**src/rtl/pc_fetch_ctrl.sv**
```systemverilog
// Purpose : fetch-PC controller at the head of IF; issues imem requests, applies stall/redirect/exception.
// Latency : redirect/exception in cycle n -> pc_o=target (req_o=1 unless stalled) and flush_o=1 in cycle n+1.
// Backpr. : stall_i holds the PC and drops req_o from the next cycle; an unacked request holds its address.
//
// Ports: clk_i/rst_i (sync, active-high) | stall_i, redir_i, redir_pc_i, exc_i, ack_i in |
//        pc_o (fetch address), req_o (request valid), flush_o (IF/ID kill pulse), fault_o (misaligned redirect pulse)
// Optional feature: PC_ALIGN_CHECK_EN turns a misaligned redirect into an exception-vector fault;
// without it the low ALIGN_BITS of the target are cleared and fault_o is constant 0.
module pc_fetch_ctrl #(
    parameter int              PC_W       = 32,
    parameter logic [PC_W-1:0] RESET_VEC  = PC_W'(32'h0000_0000),
    parameter logic [PC_W-1:0] EXC_VEC    = PC_W'(32'h0000_0080),
    parameter int              STEP       = 4,
    parameter int              ALIGN_BITS = 2
) (
    input  logic            clk_i,
    input  logic            rst_i,
    input  logic            stall_i,
    input  logic            redir_i,
    input  logic [PC_W-1:0] redir_pc_i,
    input  logic            exc_i,
    input  logic            ack_i,
    output logic [PC_W-1:0] pc_o,
    output logic            req_o,
    output logic            flush_o,
    output logic            fault_o
);

    localparam logic [1:0] ST_BOOT = 2'd0;
    localparam logic [1:0] ST_RUN  = 2'd1;
    localparam logic [1:0] ST_HOLD = 2'd2;

    // Bits of the PC that must be zero for an aligned fetch address.
    localparam logic [PC_W-1:0] LOW_MASK = ~({PC_W{1'b1}} << ALIGN_BITS);
    localparam logic [PC_W-1:0] STEP_V   = PC_W'(STEP);

    logic [1:0]      state;
    logic [1:0]      state_nxt;
    logic [PC_W-1:0] pc;
    logic [PC_W-1:0] pc_nxt;
    logic [PC_W-1:0] redir_tgt;
    logic            taken;
    logic            redir_bad;

`ifdef PC_ALIGN_CHECK_EN
    logic misaligned;
    logic fault_q;

    assign misaligned = |(redir_pc_i & LOW_MASK);
    // A same-cycle exception outranks the alignment fault, so the fault pulse is suppressed.
    assign redir_bad  = redir_i & ~exc_i & misaligned;
    assign redir_tgt  = redir_pc_i;
    assign fault_o    = fault_q;

    always_ff @(posedge clk_i) begin
        if (rst_i) begin
            fault_q <= 1'b0;
        end else begin
            fault_q <= redir_bad;
        end
    end
`else
    assign redir_bad  = 1'b0;
    assign redir_tgt  = redir_pc_i & ~LOW_MASK;
    assign fault_o    = 1'b0;
`endif

    // A misaligned redirect still counts as a taken redirect: it flushes and vectors.
    assign taken = exc_i | redir_i;
    assign req_o = (state == ST_RUN);
    assign pc_o  = pc;

    always_comb begin
        pc_nxt = pc;
        if (exc_i || redir_bad) begin
            pc_nxt = EXC_VEC;
        end else if (redir_i) begin
            pc_nxt = redir_tgt;
        end else if (!stall_i && req_o && ack_i) begin
            pc_nxt = pc + STEP_V;   // wraps modulo 2^PC_W
        end
    end

    always_comb begin
        state_nxt = state;
        if (taken) begin
            state_nxt = stall_i ? ST_HOLD : ST_RUN;
        end else begin
            case (state)
                ST_BOOT: state_nxt = ST_RUN;
                ST_RUN:  state_nxt = stall_i ? ST_HOLD : ST_RUN;
                ST_HOLD: state_nxt = stall_i ? ST_HOLD : ST_RUN;
                default: state_nxt = ST_BOOT;
            endcase
        end
    end

    always_ff @(posedge clk_i) begin
        if (rst_i) begin
            state   <= ST_BOOT;
            pc      <= RESET_VEC;
            flush_o <= 1'b0;
        end else begin
            state   <= state_nxt;
            pc      <= pc_nxt;
            flush_o <= taken;
        end
    end

endmodule

```
**config.mk**
```make
export PLATFORM = sky130hd
export DESIGN_NAME = pc_fetch_ctrl
export DESIGN_NICKNAME = d
export VERILOG_FILES = /design/src/rtl/pc_fetch_ctrl.sv
export SDC_FILE = /design/constraint.sdc
export NUM_CORES = 1
export LEC_CHECK = 0
export ABC_AREA = 0
export ABC_CLOCK_PERIOD_IN_PS = 2500
export BUFFER_PORTS_ARGS = -buffer_cell sky130_fd_sc_hd__buf_2
export CAP_MARGIN = 30
export CORE_MARGIN = 10
export CORE_UTILIZATION = 45
export CTS_BUF_LIST = sky130_fd_sc_hd__clkbuf_4
export CTS_CLUSTER_DIAMETER = 200
export DETAILED_ROUTE_END_ITERATION = 7
export PLACE_DENSITY_LB_ADDON = 0.12
export SLEW_MARGIN = 20
export SYNTH_ARGS = -nofsm -noshare
export SYNTH_HDL_FRONTEND = slang
export SYNTH_SLANG_ARGS = --single-unit
```
**constraint.sdc**
```tcl
create_clock -name clk_i -period 2.5 [get_ports clk_i]
set_clock_uncertainty 0.2 [all_clocks]
set_input_delay 0.125 -clock clk_i [delete_from_list [all_inputs] [get_ports clk_i]]
set_output_delay 0.125 -clock clk_i [all_outputs]
set_load 0.01 [all_outputs]
```
==> impl_metrics.csv, run 1 <==
group,metric,value,unit
timing,slew_violations,0,
logic_synthesis,synth.yosys.seq_area_share,0.371,
power,internal_power,0.000797,W
outcome,outcome,"complete, no violations",
logic_synthesis,synth_cell_types,34,
global_routing,grt_pass1_wl,8.78,mm
place,place_hpwl,3.66,mm
finish,final_util,0.699,
timing,max_freq,456,MHz
clock_network,cts_tree,"built",
logic_synthesis,synth_area,1780,um^2
global_routing,busiest_layer,"met2",
global_routing,grt_max_degree,25,
finish,n_antenna_cell,0,
floorplan,dieHeight,82.9,um
floorplan,start_util,0.476,
power,switching_share,0.262,
place,port_buffers,67,
logic_synthesis,synth_top_cell_area_share,0.371,
setup_path,rr_endpoint,"pc_o[4]",
floorplan,coreArea,3740,um^2
clock_network,clk_latency,0.33,ns
logic_synthesis,ys_seq_elements,33,
route,wl,5.28,mm
clock_network,clockBufferDepth,2,
power,combPwrFrac,0.177,
timing,worst_pin_slew,0.540,ns
clock_network,clock_sinks,33,
setup_path,slowest_stage,"dlygate4sd3_1",
hold_path,min_to,"pc_o[30]",
setup_path,cp_cell_sequence,"inv_1 > ha_1 > nand4b_1 > xnor2_1 > nor2_1 > a21oi_1 > nor2_1 > dlygate4sd3_1",
floorplan,die_x,82.9,um
finish,final_cell_mix,"67 x buf_2, 40 x dlygate4sd3_1, 33 x dfxtp_1",
setup_path,worstReg2RegStart,"state[1]",
route,vias,1867,
finish,final_common_cell,"buf_2",
route,first_pass_iters,4,
logic_synthesis,synth_ff_type,"dfxtp_1",
setup_path,required,2.53,ns
logic_synthesis,yosysTopAreaCell,"dfxtp_1",
timing,post-route-period-util,0.877,
setup_path,crit_path_max_incr_delay,0.54,ns
clock_network,numCtsBuffers,5,
logic_synthesis,synth_cells,213,
setup_path,reg2reg_slack,0.31,ns
setup_path,start_kind,"register",
power,power_switching,0.000284,W
clock_network,cts_setup_buffers,0,
setup_path,crit_arrival,2.22,ns
finish,nets,363,
hold_path,hp-class,"input port to register",
floorplan,fp-row-count,22,
power,p_leak,1.14,nW
global_routing,met3_usage,0.0518,
global_routing,first_global_vias,1824,
timing,setup_violations,0,
power,pwr-share-seq,0.533,
floorplan,io_pins,73,
route,post-route-drc-count,0,
run,maxCapViolations,0,
route,drtAntennaViolNets,0,
setup_path,r2r_cells,8,
hold_path,min-delay-start,"redir_i",
power,p_per_area,413,nW/um^2
logic_synthesis,async_reset_ff_frac,0,
global_routing,grt-ovfl-total,0,
setup_path,critPathMaxFanout,5,
place,gp_congestion,0.802,
setup_path,cp_common_cell,"nor2_1",
hold_path,holdPathStages,3,
logic_synthesis,synth_edf_count,0,
logic_synthesis,syn_avg_cell_area,8.36,um^2
clock_network,ctsResizeCount,0,
clock_network,clkTransAtPathRegs,0.10,ns
timing,grt_setup_unrepaired,"no",
finish,drive_gt1_frac,0.273,
timing,tns,0,ns
timing,hold_violations,0,
floorplan,dieArea,6880,um^2
power,power.share.clock,0.290,
global_routing,antenna_found_initial,0,
timing,period_minus_slack,2.19,ns
route,viasPerCell,5.05,
route,first_iter_violations,83,
route,wire_per_inst,14.3,um
setup_path,path_class,"register to register",
global_routing,met1_usage,0.188,
global_routing,use_met2,0.230,
logic_synthesis,synth_warnings,0,
setup_path,worstSetupEndpointType,"register",
clock_network,htree_levels,2,
logic_synthesis,synth_area_leaders,"dfxtp_1 37%, xor2_1 10%, o21ai_0 6.7%, a21oi_1 5.9%, nor2_1 3.8%",
clock_network,root_buffer,"clkbuf_4",
timing,slew_headroom,0.637,
finish,syn2layout_area_growth,46.8,%
global_routing,grtUsageTotal,0.149,
power,peakVddDrop,314,uV
==> critical path, delay by kind of cell (launching register included) <==
kind                       cells  cell delay, ns
and+or+nand+nor                3            0.38
adders and majority gates      1            0.22
AOI/OAI and AO/OA              1            0.12
xor gates and xnor gates       1            0.24
DFF                            1            0.32
buffers and inverters          2            0.61
==> worst max-delay path by stage <==
stage / start / endpoint / slack [ns] / cells after the start
detailed placement: state[1] / pc_o[26] / 0.36 / 7
global route: state[1] / pc_o[4] / 0.1 / 8
global placement: state[1] / pc_o[20] / 0.39 / 7
floorplan: state[1] / pc_o[26] / 0.52 / 7
CTS: state[1] / pc_o[4] / 0.29 / 8
finish: state[1] / pc_o[4] / 0.31 / 8
==> cell families (layout without fill, tap and decap cells) <==
family	Yosys count	in the layout	share of synthesized area
AO/OA/AOI/OAI	52	52	0.152
adder cells (fa/ha/maj)	4	4	0.0281
buffers and inverters	17	124	0.0421
flip-flops	33	33	0.371
other	1	3	0.00210
multiplexers	2	2	0.0112
AND/OR/NAND/NOR	77	77	0.261
XOR/XNOR	27	27	0.133
==> stage by stage <==
stage | instance area, um^2 | instances | hold slack, ns | power (W) | worst slack [ns]
finish | 2620 | 370 | 0.0198 | 0.00108 | 0.308
CTS | 2620 | 370 | 0.0131 | 0.00109 | 0.293
detailed placement | 2150 | 322 | 0.159 | 0.000732 | 0.362
floorplan | 1790 | 215 | -0.00262 | 0.000664 | 0.519
global route | 2620 | 370 | 0.0121 | 0.00114 | 0.100
global placement | 2150 | 322 | 0.151 | 0.000731 | 0.392
==> Yosys cell counts, types with 2 or more instances <==
cell type,n
mux2i_1,2
and3_1,3
a211oi_1,3
xnor2_1,6
clkbuf_1,8
a31oi_1,3
nand2_1,12
or3_1,2
nand3_1,13
nor3_1,6
nand3_2,2
buf_4,3
nand4_1,9
a21oi_1,21
o21ai_0,24
nor2_1,18
inv_1,5
dfxtp_1,33
nor4_1,2
ha_1,4
xor2_1,21
==> repair_timing <==
action	CTS	global route
endpoints found under the hold margin	33	0
setup endpoints to repair	0	0
hold buffers	40	0
==> power groups by stage <==
stage	Combinational, W	Clock [W]	Sequential [W]
floorplan	0.0000702	0	0.000594
global placement	0.000144	0	0.000587
detailed placement	0.000145	0	0.000587
CTS	0.000190	0.000321	0.000575
global route	0.000213	0.000348	0.000580
finish	0.000191	0.000314	0.000576
==> layer usage <==
| metal | vias to the layer above | share of wire |
|---|---|---|
| met1 | 838 | 0.47 |
| li1 | 967 | - |
| met2 | 55 | 0.45 |
| met3 | 7 | 0.067 |
| met4 | 0 | 0.013 |
| met5 | - | 0 |
==> sequential cells by signal (all words and copies together), names as in the netlist <==
| register | count |
|---|---|
| flush_o | 1 |
| pc_o | 30 |
| state | 2 |
==> final cells by class <==
type,count,area [um^2]
clock buffers,8,60.1
fillers,314,1130
inverters,6,22.5
multi-input cells,165,1050
flip-flops and latches,33,661
well taps,48,60.1
repair buffers,110,758
(Power assumes the default switching activity.)
==> inputs of run 2 (changes only) <==
--- a/config.mk
+++ b/config.mk
@@ -12,5 +12,4 @@
 export CORE_MARGIN = 10
 export CORE_UTILIZATION = 45
-export CTS_BUF_LIST = sky130_fd_sc_hd__clkbuf_4
 export CTS_CLUSTER_DIAMETER = 200
 export DETAILED_ROUTE_END_ITERATION = 7
==> constraint.sdc (replaced) <==
create_clock -name clk_i -period 2.5 [get_ports clk_i]
set_clock_uncertainty 0.2 [all_clocks]
set_input_delay 0.5 -clock clk_i [delete_from_list [all_inputs] [get_ports clk_i]]
set_output_delay 0.5 -clock clk_i [all_outputs]
set_load 0.01 [all_outputs]
==> run 2 against run 1 <==
Effect of this change: first-iteration DRC count rose by 17%; non-clock buffer count fell by 38; clock-buffer cell count fell by 1; largest cell class unchanged; wire length fell by 11%; sequential share of layout area rose by 4.0 points; critical endpoint is now pc_o[26]; largest power group unchanged; via count fell by 10%; critical path type unchanged.
==> impl_metrics.csv, run 2 (synthesis gave the netlist of run 1 again) <==
group,metric,value,unit
global_routing,grt_pass1_wl,7.85,mm
setup_path,crit_path_max_incr_delay,0.36,ns
floorplan,coreArea,3740,um^2
setup_path,cp-startpoint,"state[1]",
global_routing,grtUsageTotal,0.133,
global_routing,grt_max_degree,25,
route,post-route-drc-count,0,
timing,setup_violations,0,
timing,slew_violations,0,
finish,final_common_cell,"buf_2",
setup_path,reg2reg_slack,0.38,ns
route,drtAntennaViolNets,0,
clock_network,numCtsBuffers,5,
setup_path,rr_endpoint,"pc_o[26]",
place,place_hpwl,3.67,mm
clock_network,clkTransAtPathRegs,0.06,ns
finish,nets,325,
setup_path,start_kind,"register",
route,wl_met2,1.95,mm
timing,fin_ws,0.383,ns
clock_network,ctsResizeCount,0,
timing,max_freq,472,MHz
finish,final_cell_mix,"67 x buf_2, 33 x dfxtp_1, 24 x o21ai_0",
setup_path,r2r_cells,7,
setup_path,crit_arrival,2.13,ns
power,p_leak,0.989,nW
timing,post-route-period-util,0.847,
finish,largest_reg_flops,30,
route,wire_per_inst,14.1,um
setup_path,worstSetupEndpointType,"register",
clock_network,clock_sinks,33,
floorplan,io_pins,73,
clock_network,cts_setup_buffers,0,
setup_path,worstReg2RegStart,"state[1]",
route,wl_met1,2.31,mm
setup_path,critPathCapture,"pc_o[26]",
power,peakVddDrop,329,uV
setup_path,timing.critical_path.buf_inv,1,
clock_network,root_buffer,"clkbuf_8",
clock_network,clk_latency,0.28,ns
timing,slew_headroom,0.609,
route,first_iter_violations,97,
finish,syn2layout_area_growth,26.6,%
setup_path,crit_family,"simple AND/OR/NAND/NOR gates",
setup_path,required,2.51,ns
timing,hold_violations,0,
global_routing,grt-ovfl-total,0,
place,post-place-ws,0.292,ns
route,top_layer,"met4",
hold_path,hp-class,"input port to register",
timing,tns,0,ns
timing,grt_setup_unrepaired,"no",
run,maxCapViolations,0,
floorplan,die_x,82.9,um
floorplan,fp-row-count,22,
global_routing,first_global_vias,1638,
route,first_pass_iters,4,
floorplan,dieHeight,82.9,um
setup_path,slowest_stage,"nor2_1",
setup_path,cp_cell_sequence,"inv_1 > ha_1 > nand4b_1 > nor2_1 > nand3_4 > or3_1 > a31oi_1",
route,viasPerCell,5.06,
route,vias,1675,
setup_path,crit_cells,7,
route,wl_met3,362,um
setup_path,critPathMaxFanout,5,
timing,period_minus_slack,2.12,ns
place,gp_congestion,0.786,
floorplan,start_util,0.476,
finish,n_antenna_cell,0,
outcome,outcome,"complete, no violations",
clock_network,cts_tree,"built",
place,port_buffers,67,
finish,drive_gt1_frac,0.311,
clock_network,cts_hold_buffers,0,
global_routing,antenna_found_initial,0,
clock_network,htree_levels,2,
floorplan,dieArea,6880,um^2
setup_path,path_class,"register to register",
route,wl,4.68,mm
timing,worst_pin_slew,0.581,ns
clock_network,clockBufferDepth,2,
power,p_per_area,497,nW/um^2
-- run 2: cell count changes in the layout (fill, tap and decap cells not counted) --
cell / before / now
buf_4: 3 / 5
clkbuf_1: 0 / 1
clkbuf_4: 8 / 0
clkbuf_8: 0 / 6
dlygate4sd3_1: 40 / 0
-- run 2: how the worst min path moves through the flow --
stage / startpoint / endpoint / depth (start not counted) / slack (ns)
3_5_place_dp: pc_o[26] / pc_o[26] / 2 / 0.32
4_1_cts: redir_pc_i[30] / pc_o[30] / 3 / 0.24
2_1_floorplan: pc_o[28] / pc_o[28] / 2 / 0.34
6_report: redir_pc_i[30] / pc_o[30] / 3 / 0.24
5_1_grt: redir_pc_i[30] / pc_o[30] / 3 / 0.23
3_3_place_gp: pc_o[26] / pc_o[26] / 2 / 0.32
-- run 2: per-stage QoR --
stage	total power, W	cells	utilization	area (um^2)	hold WS, ns
after global routing	0.00118	331	0.603	2260	0.231
final	0.00112	331	0.603	2260	0.237
after global placement	0.000731	324	0.580	2170	0.320
after floorplan	0.000664	215	-	1790	0.340
after CTS	0.00113	331	0.603	2260	0.236
after detailed placement	0.000732	324	0.580	2170	0.320
-- run 2: cell type report --
class	count	area, um^2
clock buffer	7	86.3
timing repair buffer	72	373
inverter	6	22.5
fill	377	1490
multi-input combinational	165	1050
sequential	33	661
tap	48	60.1
-- run 2: layer usage --
layer | up-vias | global-route usage
met2 | 46 | 0.193
met1 | 737 | 0.171
li1 | 884 | -
met4 | 0 | 0.0462
met5 | - | 0
met3 | 8 | 0.0557
-- run 2: where the power goes --
group	switching [W]	internal (W)
Sequential	0.0000262	0.000549
Combinational	0.0000785	0.0000656
Clock	0.000184	0.000218
Total	0.000289	0.000833
-- run 2: worst register-to-register path, stage by stage, from the launching register on --
cell,delay (ns)
dfxtp_1,0.31
inv_1,0.07
ha_1,0.22
nand4b_1,0.27
nor2_1,0.36
nand3_4,0.13
or3_1,0.32
a31oi_1,0.16
==> inputs of run 3 (changes only) <==
- ABC_CLOCK_PERIOD_IN_PS: 2500 -> 2000
- clock period: 2.5 -> 2 ns (I/O delays scaled with it)
==> run 3 against run 2 <==
Effect of this change: via count increased by 5.0%; setup slack lost 0.25 ns; non-clock buffer count rose by 11; sequential power increased by 25%; clock-buffer cell count stayed put; final area is 4.7% higher; power is 26% higher; utilization rose by 2.8 points; combinational power rose by 35%; first-iteration DRC count fell by 33%.
==> impl_metrics.csv, run 3 (synthesis gave the netlist of run 1 again) <==
group,metric,value,unit
hold_path,holdPathStages,3,
finish,nets,336,
timing,post-route-period-util,0.933,
clock_network,clock_sinks,33,
setup_path,worstSetupEndpointType,"register",
power,p_per_area,600,nW/um^2
power,power.share.clock,0.355,
route,first_iter_violations,65,
finish,n_antenna_cell,0,
floorplan,coreArea,3740,um^2
setup_path,crit_arrival,1.88,ns
hold_path,hp-class,"input port to register",
route,post-route-drc-count,0,
setup_path,r2r_cells,8,
route,vias,1758,
global_routing,antenna_found_initial,0,
finish,final_common_cell,"buf_2",
global_routing,first_global_vias,1782,
floorplan,start_util,0.476,
setup_path,rr_endpoint,"pc_o[26]",
clock_network,htree_levels,2,
hold_path,min_to,"pc_o[30]",
clock_network,cts_hold_buffers,0,
clock_network,cts_tree,"built",
power,power_switching,0.000367,W
timing,grt_setup_unrepaired,"no",
place,port_buffers,67,
hold_path,min-delay-start,"redir_pc_i[30]",
outcome,outcome,"complete, no violations",
setup_path,path_class,"register to register",
finish,fill_cells,366,
setup_path,start_kind,"register",
route,drtAntennaViolNets,0,
route,first_pass_iters,4,
setup_path,critPathMaxFanout,5,
route,wire_per_inst,14.3,um
route,viasPerCell,5.14,
floorplan,dieArea,6880,um^2
timing,slew_violations,0,
place,place_hpwl,3.84,mm
power,pwr-share-seq,0.508,
setup_path,reg2reg_slack,0.13,ns
clock_network,clk_latency,0.28,ns
finish,largest_reg_flops,30,
timing,tns,0,ns
finish,syn2layout_area_growth,32.5,%
global_routing,grt-ovfl-total,0,
power,p_leak,1.05,nW
power,internal_power,0.00105,W
place,gp_congestion,0.784,
timing,holdWs,0.140,ns
setup_path,required,2.01,ns
global_routing,grt_pass1_wl,8.18,mm
power,switching_share,0.259,
timing,hold_violations,0,
timing,max_freq,536,MHz
global_routing,grtUsageTotal,0.139,
power,combPwrFrac,0.137,
setup_path,worstReg2RegStart,"state[1]",
clock_network,clkTransAtPathRegs,0.06,ns
global_routing,grt_max_degree,25,
power,peakVddDrop,437,uV
timing,setup_violations,0,
route,wl,4.88,mm
floorplan,dieHeight,82.9,um
timing,period_minus_slack,1.87,ns
floorplan,io_pins,73,
floorplan,die_x,82.9,um
floorplan,fp-row-count,22,
clock_network,root_buffer,"clkbuf_8",
run,maxCapViolations,0,
finish,final_cell_mix,"67 x buf_2, 31 x dfxtp_1, 24 x o21ai_0",
clock_network,numCtsBuffers,5,
clock_network,clockBufferDepth,2,
finish,drive_gt1_frac,0.350,
## run 3: changes by cell type in the layout (fill, tap and decap cells not counted), sizes merged
cell,before,now
buf,72,83
## run 3: through the flow
| step | area, um^2 | worst slack (ns) | cells | util | total power (W) |
|---|---|---|---|---|---|
| 2_1_floorplan | 1790 | 0.0189 | 215 | - | 0.000830 |
| 3_3_place_gp | 2240 | 0.105 | 334 | 0.600 | 0.000919 |
| 3_5_place_dp | 2240 | 0.0619 | 334 | 0.600 | 0.000923 |
| 4_1_cts | 2330 | 0.0538 | 341 | 0.623 | 0.00142 |
| 5_1_grt | 2360 | 0.00861 | 342 | 0.631 | 0.00148 |
| 6_report | 2360 | 0.134 | 342 | 0.631 | 0.00142 |
## run 3: layout make-up
class                           count  area (um^2)  area share
Clock buffer                        7         86.3      0.0366
Inverter                            6         22.5     0.00954
Multi-Input combinational cell    165         1070       0.455
Sequential cell                    33          663       0.281
Tap cell                           48         60.1      0.0254
Timing Repair Buffer               83          455       0.193
## run 3: how the worst max path moves through the flow
stage | startpoint | end | depth (start not counted)
3_3_place_gp | state[1] | pc_o[26] | 8
4_1_cts | state[1] | pc_o[17] | 8
3_5_place_dp | state[1] | pc_o[26] | 8
6_report | state[1] | pc_o[26] | 8
5_1_grt | state[1] | pc_o[28] | 8
2_1_floorplan | state[1] | pc_o[26] | 7
## run 3: critical path, cell delays in order (launching register included)
cell and delay (ns):
dfxtp_1 0.33, inv_2 0.08, ha_4 0.15, nand4b_1 0.20, nor2_1 0.14, buf_4 0.14
nand3_4 0.08, or3_1 0.32, a31oi_1 0.15
## run 3: timing repair
action                                  CTS  global route
setup buffers                             0             1
endpoints found under the setup margin    0            13
resized for setup                         0             6
## run 3: power groups by stage
stage | clock network (W) | logic, W | registers, W
after detailed placement | 0 | 0.000192 | 0.000731
after global routing | 0.000540 | 0.000218 | 0.000724
final | 0.000503 | 0.000194 | 0.000719
after floorplan | 0 | 0.0000878 | 0.000743
after CTS | 0.000509 | 0.000193 | 0.000716
after global placement | 0 | 0.000189 | 0.000730
## run 3: routing by layer
metal	vias up	routed length, um	track usage
met4	0	33	0.0369
met5	-	0	0
met3	4	435	0.0693
met1	788	2250	0.168
li1	911	-	-
met2	55	2150	0.212
